`src/rtl/serial_adder_pkg.sv`:
```
// ----------------------------------------------------------------------------
// serial_adder_pkg
// Shared definitions for the bit-serial adder:
//   - state_t     : FSM state encoding (IDLE, SHIFT, DONE), 2 bits
//   - cnt_width() : width of the bit counter for a given operand width
// ----------------------------------------------------------------------------
package serial_adder_pkg;

    typedef enum logic [1:0] {
        ST_IDLE  = 2'd0,
        ST_SHIFT = 2'd1,
        ST_DONE  = 2'd2
    } state_t;

    // The counter must be able to represent WIDTH itself so that it never
    // wraps within one operation.
    function automatic int cnt_width(input int width);
        return (width < 1) ? 1 : $clog2(width + 1);
    endfunction

endpackage

```
`src/rtl/serial_adder_full_adder.sv`:
```
// ----------------------------------------------------------------------------
// full_adder
// Existing combinational 1-bit full-adder cell, used as the single slice of
// the bit-serial adder.
// Ports:
//   a, b      : operand bits
//   carry_in  : incoming carry
//   sum       : a ^ b ^ carry_in
//   carry_out : majority(a, b, carry_in)
// ----------------------------------------------------------------------------
module full_adder (
    input  logic a,
    input  logic b,
    input  logic carry_in,
    output logic sum,
    output logic carry_out
);

    assign sum       = a ^ b ^ carry_in;
    assign carry_out = (a & b) | (a & carry_in) | (b & carry_in);

endmodule

```
`src/rtl/serial_adder.sv`:
```
// ----------------------------------------------------------------------------
// serial_adder
// Bit-serial WIDTH-bit adder: one full-adder slice plus a carry flop, one bit
// per clock, LSB first. An accepted start loads the operands; WIDTH SHIFT
// cycles later the result is transferred to sum/cout and done pulses once.
// Ports:
//   clk   : clock, rising edge
//   rst   : synchronous active-high reset
//   start : request, honoured only when idle
//   a, b  : operands (WIDTH bits), captured on accepted start
//   cin   : carry-in, captured on accepted start
//   busy  : high while in SHIFT or DONE
//   done  : one-cycle pulse, sum/cout valid
//   sum   : result, held until the next accepted start completes
//   cout  : final carry-out, held with sum
// ----------------------------------------------------------------------------
module serial_adder
    import serial_adder_pkg::*;
#(
    parameter int WIDTH = 8
) (
    input  logic             clk,
    input  logic             rst,
    input  logic             start,
    input  logic [WIDTH-1:0] a,
    input  logic [WIDTH-1:0] b,
    input  logic             cin,
    output logic             busy,
    output logic             done,
    output logic [WIDTH-1:0] sum,
    output logic             cout
);

    localparam int CNT_W = cnt_width(WIDTH);
    localparam logic [CNT_W-1:0] LAST_CNT = CNT_W'(WIDTH - 1);

    state_t           state;
    logic [WIDTH-1:0] opa_sr;
    logic [WIDTH-1:0] opb_sr;
    logic [WIDTH-1:0] res_sr;
    logic             carry;
    logic [CNT_W-1:0] cnt;

    logic             fa_sum;
    logic             fa_cout;
    logic [WIDTH:0]   res_ext;
    logic [WIDTH-1:0] res_next;

    full_adder u_slice (
        .a         (opa_sr[0]),
        .b         (opb_sr[0]),
        .carry_in  (carry),
        .sum       (fa_sum),
        .carry_out (fa_cout)
    );

    // Slice sum enters at the MSB; taking the upper WIDTH bits of the
    // extended vector keeps the shift legal even for WIDTH=1.
    assign res_ext  = {fa_sum, res_sr};
    assign res_next = res_ext[WIDTH:1];

    always_ff @(posedge clk) begin
        if (rst) begin
            state  <= ST_IDLE;
            busy   <= 1'b0;
            done   <= 1'b0;
            sum    <= '0;
            cout   <= 1'b0;
            opa_sr <= '0;
            opb_sr <= '0;
            res_sr <= '0;
            carry  <= 1'b0;
            cnt    <= '0;
        end else begin
            case (state)
                ST_IDLE: begin
                    done <= 1'b0;
                    if (start) begin
                        opa_sr <= a;
                        opb_sr <= b;
                        carry  <= cin;
                        cnt    <= '0;
                        busy   <= 1'b1;
                        state  <= ST_SHIFT;
                    end
                end
                ST_SHIFT: begin
                    opa_sr <= opa_sr >> 1;
                    opb_sr <= opb_sr >> 1;
                    res_sr <= res_next;
                    carry  <= fa_cout;
                    cnt    <= cnt + CNT_W'(1);
                    if (cnt == LAST_CNT) begin
                        // Last bit: publish result together with the final carry.
                        sum   <= res_next;
                        cout  <= fa_cout;
                        done  <= 1'b1;
                        state <= ST_DONE;
                    end
                end
                ST_DONE: begin
                    done  <= 1'b0;
                    busy  <= 1'b0;
                    state <= ST_IDLE;
                end
                default: begin
                    done  <= 1'b0;
                    busy  <= 1'b0;
                    state <= ST_IDLE;
                end
            endcase
        end
    end

endmodule

```
`config.mk`:
```
export PLATFORM = sky130hd
export DESIGN_NAME = serial_adder
export DESIGN_NICKNAME = d
export VERILOG_FILES = /design/src/rtl/serial_adder_pkg.sv /design/src/rtl/serial_adder_full_adder.sv /design/src/rtl/serial_adder.sv
export SDC_FILE = /design/constraint.sdc
export NUM_CORES = 1
export LEC_CHECK = 0
export ABC_AREA = 1
export BUFFER_PORTS_ARGS = -buffer_cell sky130_fd_sc_hd__buf_2
export CAP_MARGIN = 5
export CORE_AREA = 8 8 70 72
export DETAILED_ROUTE_END_ITERATION = 12
export DIE_AREA = 0 0 78 80
export GPL_ROUTABILITY_DRIVEN = 0
export GPL_TIMING_DRIVEN = 0
export PLACE_DENSITY_LB_ADDON = 0.25
export SYNTH_ARGS = -nofsm -noshare
export SYNTH_HDL_FRONTEND = slang
export SYNTH_HIERARCHICAL = 1
export SYNTH_SLANG_ARGS = --single-unit
```
`constraint.sdc`:
```
create_clock -name clk -period 1.15 [get_ports clk]
set_input_delay 0.23 -clock clk [delete_from_list [all_inputs] [get_ports clk]]
set_output_delay 0.23 -clock clk [all_outputs]
set_load 0.01 [all_outputs]
```
Word-level counts from Yosys, hierarchy flattened
Cells that the tools add are included.
{"block": "word_totals", "input_bits": 20, "elab_cells": 43, "register_bits": 42}
{"block": "classes", "n_mux": 13, "bitwise_logic": 8, "n_reduce_logical": 7, "add_sub_neg": 1, "n_eq_ne": 4}
{"op": "8-bit one-hot mux with 2 select lines", "count": 2}
{"op": "8-bit two-way mux", "count": 2}
{"op": "4-bit one-hot mux with 2 select lines", "count": 1}
{"op": "2-bit AND reduction", "count": 4}
{"op": "4-bit by 1-bit adder with 4-bit output (second input constant)", "count": 1}
{"op": "4-bit by 3-bit == test with 1-bit output (second input constant)", "count": 1}
{"op": "2-bit two-way mux", "count": 2}
{"op": "4-bit two-way mux", "count": 1}
{"op": "2-bit != test (second input constant)", "count": 2}
{"op": "1-bit one-hot mux with 2 select lines", "count": 2}
{"op": "2-bit one-hot mux with 2 select lines", "count": 1}
{"op": "1-bit bitwise AND", "count": 3}
{"op": "2-bit by 1-bit == test with 1-bit output (second input constant)", "count": 1}
{"op": "2-bit logical NOT", "count": 1}
{"op": "1-bit two-way mux", "count": 2}
{"op": "1-bit bitwise OR", "count": 2}
{"op": "2-bit nonzero test", "count": 1}
{"op": "2-bit OR reduction", "count": 1}
{"op": "1-bit bitwise XOR", "count": 2}
{"op": "1-bit inverter", "count": 1}

Logic depth before layout (Yosys ltp)
Gate-level depths: netlist of the first run.
{"block": "logic_depth", "ltp_word": 4, "depth_mapped": 7}

Hierarchy
The synthesis of the first run kept the hierarchy.
{"module": "serial_adder", "area_per_inst_um2": 1781.7, "cells_each": 249, "instances": 1}
{"module": "full_adder", "area_per_inst_um2": 20.0, "cells_each": 1, "instances": 1}

Worst setup path after synthesis of the first run
No wires, ideal clock.
{"block": "synth_path", "path_kind": "register -> register", "from": "reg cnt[0]", "to": "reg sum[1]", "period_less_slack_ps": 1146, "stages_incl_launch_ff": 8, "arrival_ps": 1087, "setup_ps": 59, "path_slack_ps": 4, "required_ps": 1091, "cell_sequence": "dfxtp_1 ha_1 nand2_1 nor2_8 nand2_4 nor2_8 nand2_1 nand2_1"}
{"block": "synth_between", "elab_chain_cells": 2}
{"item": "from (decl)", "line": "serial_adder.sv:42", "text": "logic [CNT_W-1:0] cnt;"}
{"item": "from (signal assigned)", "line": "serial_adder.sv:92", "text": "cnt <= cnt + CNT_W'(1);"}
{"item": "4-bit by 3-bit == test with 1-bit output", "line": "serial_adder.sv:93", "text": "if (cnt == LAST_CNT) begin"}
{"item": "2-bit AND reduction (no source line)"}
{"item": "to (signal assigned)", "line": "serial_adder.sv:95", "text": "sum <= res_next;"}
{"item": "to (decl)", "line": "serial_adder.sv:30", "text": "output logic [WIDTH-1:0] sum,"}
No other way between the ends.
A chain may end at the register's enable or synchronous reset.

Final worst setup path of the first run
{"block": "layout_path", "from": "reg cnt[0]", "to": "reg state[1]"}
{"block": "layout_between", "elab_chain_cells": 3}
{"item": "4-bit by 3-bit == test with 1-bit output", "line": "serial_adder.sv:93"}
{"item": "2-bit != test (no source line)"}
{"item": "2-bit AND reduction (no source line)"}
{"item": "to (signal assigned)", "line": "serial_adder.sv:98", "text": "state <= ST_DONE;"}
{"item": "to (signal assigned)", "line": "serial_adder.sv:104", "text": "state <= ST_IDLE;"}
{"item": "to (signal assigned)", "line": "serial_adder.sv:109", "text": "state <= ST_IDLE;"}
{"item": "to (decl)", "line": "serial_adder.sv:37", "text": "state_t state;"}
No other way between the ends.

==> key figures, run 1 <==
Power
  – Pleak: 1.214 nW
  – Sw frac: 26.35%
  – Internal: 0.002252 W
  – Seq pwr share: 50.5%
  – Part of the power in the clock network: 33.6%
  – Max VDD drop: 0.6059 mV
  – Comb pwr share: 15.8%
  – Total power: 0.003057 W
  – P_sw: 0.0008054 W
  – Pwr Density: 1249 mW/mm²

Yosys
  – Synthesized Nets: 272
  – Sequential area share after synthesis: 45.56%
  – Synth Cell Area: 0.001802 mm²
  – Post-synthesis average cell area: 7.207 µm²
  – Ys Warns: 6
  – FF+latch count, synth: 41
  – Unique cell type count in the Yosys netlist: 20
  – Most frequent cell after synthesis: nand2_1
  – Synth top area share: 45.56%
  – Synth area leader: dfxtp_1
  – Syn Inst Count: 250
  – Post-synth top cells: nand2_1 (63), nor2_1 (49), dfxtp_1 (41)
  – Synth Flop Type: dfxtp_1
  – Post-synth EDFFs: 0
  – Synth top area cells: dfxtp_1 (46%), nand2_1 (13%), nand3_1 (10%)
  – FFs w/ async S/R, synth: 0%

Global routing
  – First-pass GRT wire length: 7.465 mm
  – Gr usage total: 14.65%
  – Vias in the first global route: 1655
  – Largest net degree at the start of global routing: 13
  – Initial antenna violation count: 0
  – GRT overflow: 0

Clock network
  – CTS tree: built
  – Clock transition at path regs: 0.08 ns
  – Hold_buf cts: 0
  – TritonCTS Buffers: 5
  – CTS H-Tree Depth: 2
  – CTS Buffer Depth: 2
  – Clk_lat worst skew: 0.29 ns
  – Clk sinks: 41
  – Clk root buf: clkbuf_8

Setup path
  – CP max stage cell: dfxtp_2
  – Worst Setup End Kind: register
  – Stages on worst setup path: 6
  – Crit-path max FO: 6
  – Capturing point of the worst reg2reg path: state[1]
  – Worst setup path end: state[1]
  – Launch point of the worst path: cnt[0]
  – Worst Reg-to-Reg Cells: 6
  – CP required: 1.39 ns
  – Worst reg-to-reg setup slack: -0.02 ns
  – Worst R2R Start: cnt[0]
  – Crit path arrival time: 1.41 ns
  – Critical path type: register to register
  – Family with the most delay on the worst path: simple AND/OR/NAND/NOR gates
  – Critical path startpoint category: register
  – Crit-path cells: ha_4, nand2_4, nor2_8, nand2_8, nor2_4, buf_4
  – CP Buf/Inv Count: 1
  – Largest stage delay, worst path: 0.36 ns

Status
  – Violated checks: setup timing
  – Status: finished, violations left

Timing
  – Setup TNS Final: -0.02953 ns
  – Tmin final: 1.167 ns
  – Actual slew at the worst max-slew pin: 0.5311 ns
  – Period utilization: 101.5%
  – RSZ-0062 raised after global routing: yes
  – Worst rel slew slack: 64.59%
  – Fmax: 0.8571 GHz
  – Final Skew: 0.003726 ns
  – Setup-failing EPs final: 4
  – Setup WS post-layout: -0.01672 ns
  – Final hold vios: 0
  – Fin. max-slew vios: 0

Layout
  – Fill cells: 343
  – Area Growth Syn to Fin: 35.83%
  – Final instance area: 0.002447 mm²
  – Layout cells sized above 1: 33.77%
  – Nets: 323
  – # diodes: 0

Floorplan
  – Die Wd: 78 µm
  – Core Rows: 23
  – Die area: 0.006240 mm²
  – Initial Util: 46.72%
  – Total core area: 0.003856 mm²
  – I/O pins: 31
  – Chip Height: 80 µm

Placement
  – Detailed placer's ending HPWL: 2.893 mm
  – Placed Area: 0.002009 mm²
  – Buffers on Ports: 29

Route
  – Antenna Nets Post-Route: 0
  – TritonRoute pass-1 iters: 4
  – Vias: 1719
  – Vias per cell: 4.884
  – WL/cell: 13.05 µm
  – Initial drt markers: 85
  – Routed WL: 4.594 mm
  – Remaining DRCs: 0

Job
  – # Max-Cap Violations: 0

Min path
  – Hold WC Path Type: input pin to register
-- kinds of logic after synthesis --
logic type                 share of synthesized area, %
adders and majority gates                         1.805
DFF                                               45.56
and+or+nand+nor                                   39.58
buffers and inverters                             8.264
AOI/OAI and AO/OA                                 4.792
-- cell usage in the layout, fill, tap and decap left out, types with 3 or more instances in the layout --
cell | Yosys | final
buf_4 | 0 | 9
nand2_1 | 63 | 45
buf_6 | 3 | 3
nand2_2 | 0 | 15
nand3_2 | 0 | 3
dfxtp_1 | 41 | 36
o21ai_0 | 11 | 10
dfxtp_2 | 0 | 3
nor2_4 | 1 | 3
buf_2 | 5 | 32
inv_1 | 19 | 19
nand3_1 | 37 | 34
nand2_4 | 4 | 6
clkbuf_8 | 0 | 7
a21oi_1 | 5 | 4
nor2_1 | 49 | 49
-- worst min-delay path by stage --
| stage | end | from | slack (ns) | depth (start not counted) |
|---|---|---|---|---|
| floorplan | opb_sr[7] | b[7] | 0.39 | 2 |
| global placement | opa_sr[3] | opa_sr[4] | 0.44 | 2 |
| detailed placement | opa_sr[3] | opa_sr[4] | 0.44 | 2 |
| CTS | opa_sr[7] | a[7] | 0.20 | 3 |
| global route | opa_sr[7] | a[7] | 0.20 | 3 |
| finish | opb_sr[7] | b[7] | 0.20 | 3 |
-- power groups by stage --
stage	clock network [W]	logic (W)	registers [W]
after CTS	0.00105	0.000406	0.00154
final	0.00103	0.000484	0.00154
after floorplan	0	0.000249	0.00156
after global placement	0	0.000346	0.00156
after detailed placement	0	0.000348	0.00157
after global routing	0.00111	0.000538	0.00155
-- per-stage QoR --
| stage | util (%) | hold WS [ns] | std cells | setup slack (ns) |
|---|---|---|---|---|
| floorplan | - | 0.3877 | 250 | 0.004143 |
| global placement | 52.11 | 0.4397 | 329 | -0.2115 |
| detailed placement | 52.11 | 0.4422 | 329 | -0.2201 |
| CTS | 58.47 | 0.1988 | 346 | -0.01374 |
| global route | 63.47 | 0.1959 | 352 | -0.07159 |
| finish | 63.47 | 0.1998 | 352 | -0.01672 |
-- worst reg2reg max path, stage by stage (launching register included) --
cell,delay [ns]
dfxtp_2,0.36
ha_4,0.15
nand2_4,0.06
nor2_8,0.15
nand2_8,0.10
nor2_4,0.17
buf_4,0.13
-- timing repair --
action                     4_1_cts  5_1_grt
resized for setup               16       36
hold endpoints to repair         0        0
setup buffers                    7        5
pin swaps                        8       16
gates cloned                     2        3
setup endpoints to repair       34       33
-- routing by layer --
metal | up-vias | GRT usage [%] | share of wire (%)
met5 | - | 0 | 0
met4 | 0 | 4.444 | 1.0
met3 | 4 | 6.081 | 5.8
met2 | 36 | 24.64 | 50
met1 | 786 | 16.59 | 44
li1 | 893 | - | -
-- sequential cells by signal, indices dropped and copies added, names as in the netlist, 2 cells and up --
name	cells
sum	8
res_sr	7
cnt	4
state	2
opa_sr	8
opb_sr	8
-- final cells by class --
type	count	area [µm²]	area share [%]
multi-input cells	179	974.7	39.83
repair buffers	43	317.8	12.99
inverters	21	81.33	3.323
plain buffers	10	77.57	3.170
well taps	50	62.56	2.556
clock inverters	1	5.005	0.2045
flip-flops and latches	41	832.0	34.00
clock buffers	7	96.34	3.937
Note: power is estimated with default switching activity, not from simulation.
==> run 2: changes to the inputs <==
- BUFFER_PORTS_ARGS: -buffer_cell sky130_fd_sc_hd__buf_2 -> default
- CORE_AREA: 8 8 70 72 -> 8 8 67 69
- DIE_AREA: 0 0 78 80 -> 0 0 75 77
- DONT_BUFFER_PORTS: default -> 1
- SKIP_LAST_GASP: default -> 1
==> run 2 against run 1 <==
The flow still finishes with violations (setup timing). Critical path depth increased by 1. First-iteration DRC count increased by 36%. Non-clock buffer count decreased by 24. Clock power decreased by 30%. Fmax increased by 0.75%. Worst hold slack got worse by 0.18 ns. Sequential share of layout area increased by 1.3 points. Worst setup slack improved by 0.0087 ns. Clock skew increased by 0.0033 ns. Highest routed layer unchanged.
==> key figures, run 2 (synthesis results as in run 1) <==
Route
  – Antenna Nets Post-Route: 0 (unchanged)
  – Remaining DRCs: 0 (unchanged)
  – Routed WL: 4.762 mm (+3.7%)
  – Vias: 1656 (-3.7%)
  – WL/cell: 14.61 µm (+12%)
  – TritonRoute pass-1 iters: 5 (+1)
  – Vias per cell: 5.080 (+4.0%)
  – Initial drt markers: 116 (+36%)

Min path
  – Hold WC Path Type: input pin to register
  – Worst Min Path Start: a[7]

Clock network
  – CTS H-Tree Depth: 2 (unchanged)
  – Clk root buf: clkbuf_4
  – CTS tree: built
  – CTS Buffer Depth: 2 (unchanged)
  – Clock transition at path regs: 0.12 ns (+0.04 ns)
  – Clk sinks: 41 (unchanged)
  – TritonCTS Buffers: 5 (unchanged)
  – Clk_lat worst skew: 0.36 ns (+0.07 ns)

Timing
  – Worst rel slew slack: 67.51% (+2.9 points)
  – RSZ-0062 raised after global routing: yes
  – Min Hold Slack: 0.01743 ns (-0.1824 ns)
  – Setup-failing EPs final: 6 (+2)
  – Period utilization: 100.7% (-0.76 points)
  – Fmax: 0.8635 GHz (+0.75%)
  – Tmin final: 1.158 ns (-0.008689 ns)
  – Fin. max-slew vios: 0 (unchanged)
  – Setup WS post-layout: -0.008031 ns (+0.008689 ns)
  – Final hold vios: 0 (unchanged)
  – Actual slew at the worst max-slew pin: 0.4873 ns (-0.04375 ns)
  – Final Skew: 0.007003 ns (+0.003277 ns)

Setup path
  – Largest stage delay, worst path: 0.44 ns (+0.08 ns)
  – CP max stage cell: dfxtp_4
  – Worst Setup End Kind: register
  – CP Buf/Inv Count: 2 (+1)
  – Top cell by count, worst path: nor2_1
  – Critical path startpoint category: register
  – Critical path type: register to register
  – Family with the most delay on the worst path: flip-flops
  – CP required: 1.40 ns (about the same)
  – Crit-path cells: nor2_4, buf_12, clkbuf_16, nand2_2, nand2_1, nor2_1, nor2_1
  – Crit-path max FO: 8 (+2)
  – Worst R2R Start: state[1]
  – Launch point of the worst path: state[1]
  – Crit path arrival time: 1.40 ns (about the same)

Floorplan
  – Die Wd: 75 µm (-3.8%)
  – Initial Util: 51.54% (+4.8 points)
  – I/O pins: 31 (unchanged)
  – Chip Height: 77 µm (-3.8%)
  – Total core area: 0.003496 mm² (-9.3%)
  – Die area: 0.005775 mm² (-7.5%)
  – Core Rows: 22 (-4.3%)

Global routing
  – Largest net degree at the start of global routing: 14 (+1)
  – GRT overflow: 0 (unchanged)
  – Initial antenna violation count: 0 (unchanged)
  – First-pass GRT wire length: 6.789 mm (-9.1%)
  – Vias in the first global route: 1451 (-12%)
  – Gr usage total: 15.50% (+0.85 points)

Layout
  – Layout cells sized above 1: 28.06% (-5.7 points)
  – # diodes: 0 (unchanged)
  – Top Registers: opa_sr x8, opb_sr x8, sum x8
  – Commonest non-fill, non-tap cell in the layout: nand2_1
  – Fill cells: 303 (-12%)
  – Area Growth Syn to Fin: 31.04%
  – Layout Cells excl Fill: 326 (-7.4%)
  – Nets: 299 (-7.4%)
  – Most frequent cells in the layout: nand2_1 (48), nor2_1 (46), dfxtp_1 (35)

Status
  – Violated checks: setup timing
  – Status: finished, violations left

Placement
  – Buffers on Ports: 0 (-100%)
  – Detailed placer's ending HPWL: 2.820 mm (-2.5%)
  – Cells after DPL: 298 (-9.4%)

Power
  – Max VDD drop: 0.6795 mV (+12%)
  – Pleak: 1.121 nW (-7.7%)
  – Total power: 0.002766 W (-9.5%)
  – Pwr Density: 1171 mW/mm² (-6.2%)

Job
  – # Max-Cap Violations: 0 (unchanged)
run 2: final cells by class:
class | count | area [µm²] | share of cell area, %
Multi-Input combinational cell | 179 | 1012 | 42.87
Sequential cell | 41 | 833.3 | 35.29
Clock inverter | 3 | 17.52 | 0.7419
Clock buffer | 5 | 37.54 | 1.590
Tap cell | 48 | 60.06 | 2.544
Inverter | 21 | 83.83 | 3.551
Buffer | 11 | 90.09 | 3.816
Timing Repair Buffer | 18 | 226.5 | 9.592
run 2: stage by stage:
step / TNS [ns] / worst slack (ns) / instance area [µm²] / utilization, %
2_1_floorplan: 0 / 0.004143 / 1802 / -
3_3_place_gp: -4.237 / -0.2099 / 1862 / 53.26
3_5_place_dp: -4.509 / -0.2151 / 1862 / 53.26
4_1_cts: -0.06280 / -0.01959 / 2063 / 59.02
5_1_grt: -1.333 / -0.07505 / 2361 / 67.54
6_report: -0.02892 / -0.008031 / 2361 / 67.54
run 2: worst register-to-register path, stage by stage (launching register included):
cell	delay [ns]
dfxtp_4	0.44
nor2_4	0.07
buf_12	0.15
clkbuf_16	0.17
nand2_2	0.05
nand2_1	0.04
nor2_1	0.10
nor2_1	0.04
run 2: metal layers:
layer	global-route usage [%]	wire [µm]	vias to the layer above
met1	17.16	1820	738
met2	25.09	2502	59
li1	-	-	848
met4	5.686	110	0
met3	6.762	329	11
met5	0	0	-
run 2: timing repair:
item                       CTS  global route
gates cloned                 2             3
pin swaps                    6            20
hold buffers                 0             1
hold endpoints to repair     0             1
gates resized for setup     17            44
setup endpoints to repair   34            30
buffers inserted             6             8
run 2: report_power, final:
part | total (W) | switching (W) | internal, W
clock network | 0.000719 | 0.000488 | 0.000231
registers | 0.00155 | 0.0000599 | 0.00149
logic | 0.000497 | 0.000263 | 0.000234
total | 0.00277 | 0.000812 | 0.00195
run 2: final timing paths:
| kind | end | slack [ns] | depth (start not counted) |
|---|---|---|---|
| hold reg to reg | sum[5] | 0.47 | 2 |
| hold / removal | opa_sr[7] | 0.02 | 2 |
| setup / recovery | opa_sr[5] | -0.008 | 7 |
| setup reg to reg | opa_sr[5] | -0.008 | 7 |
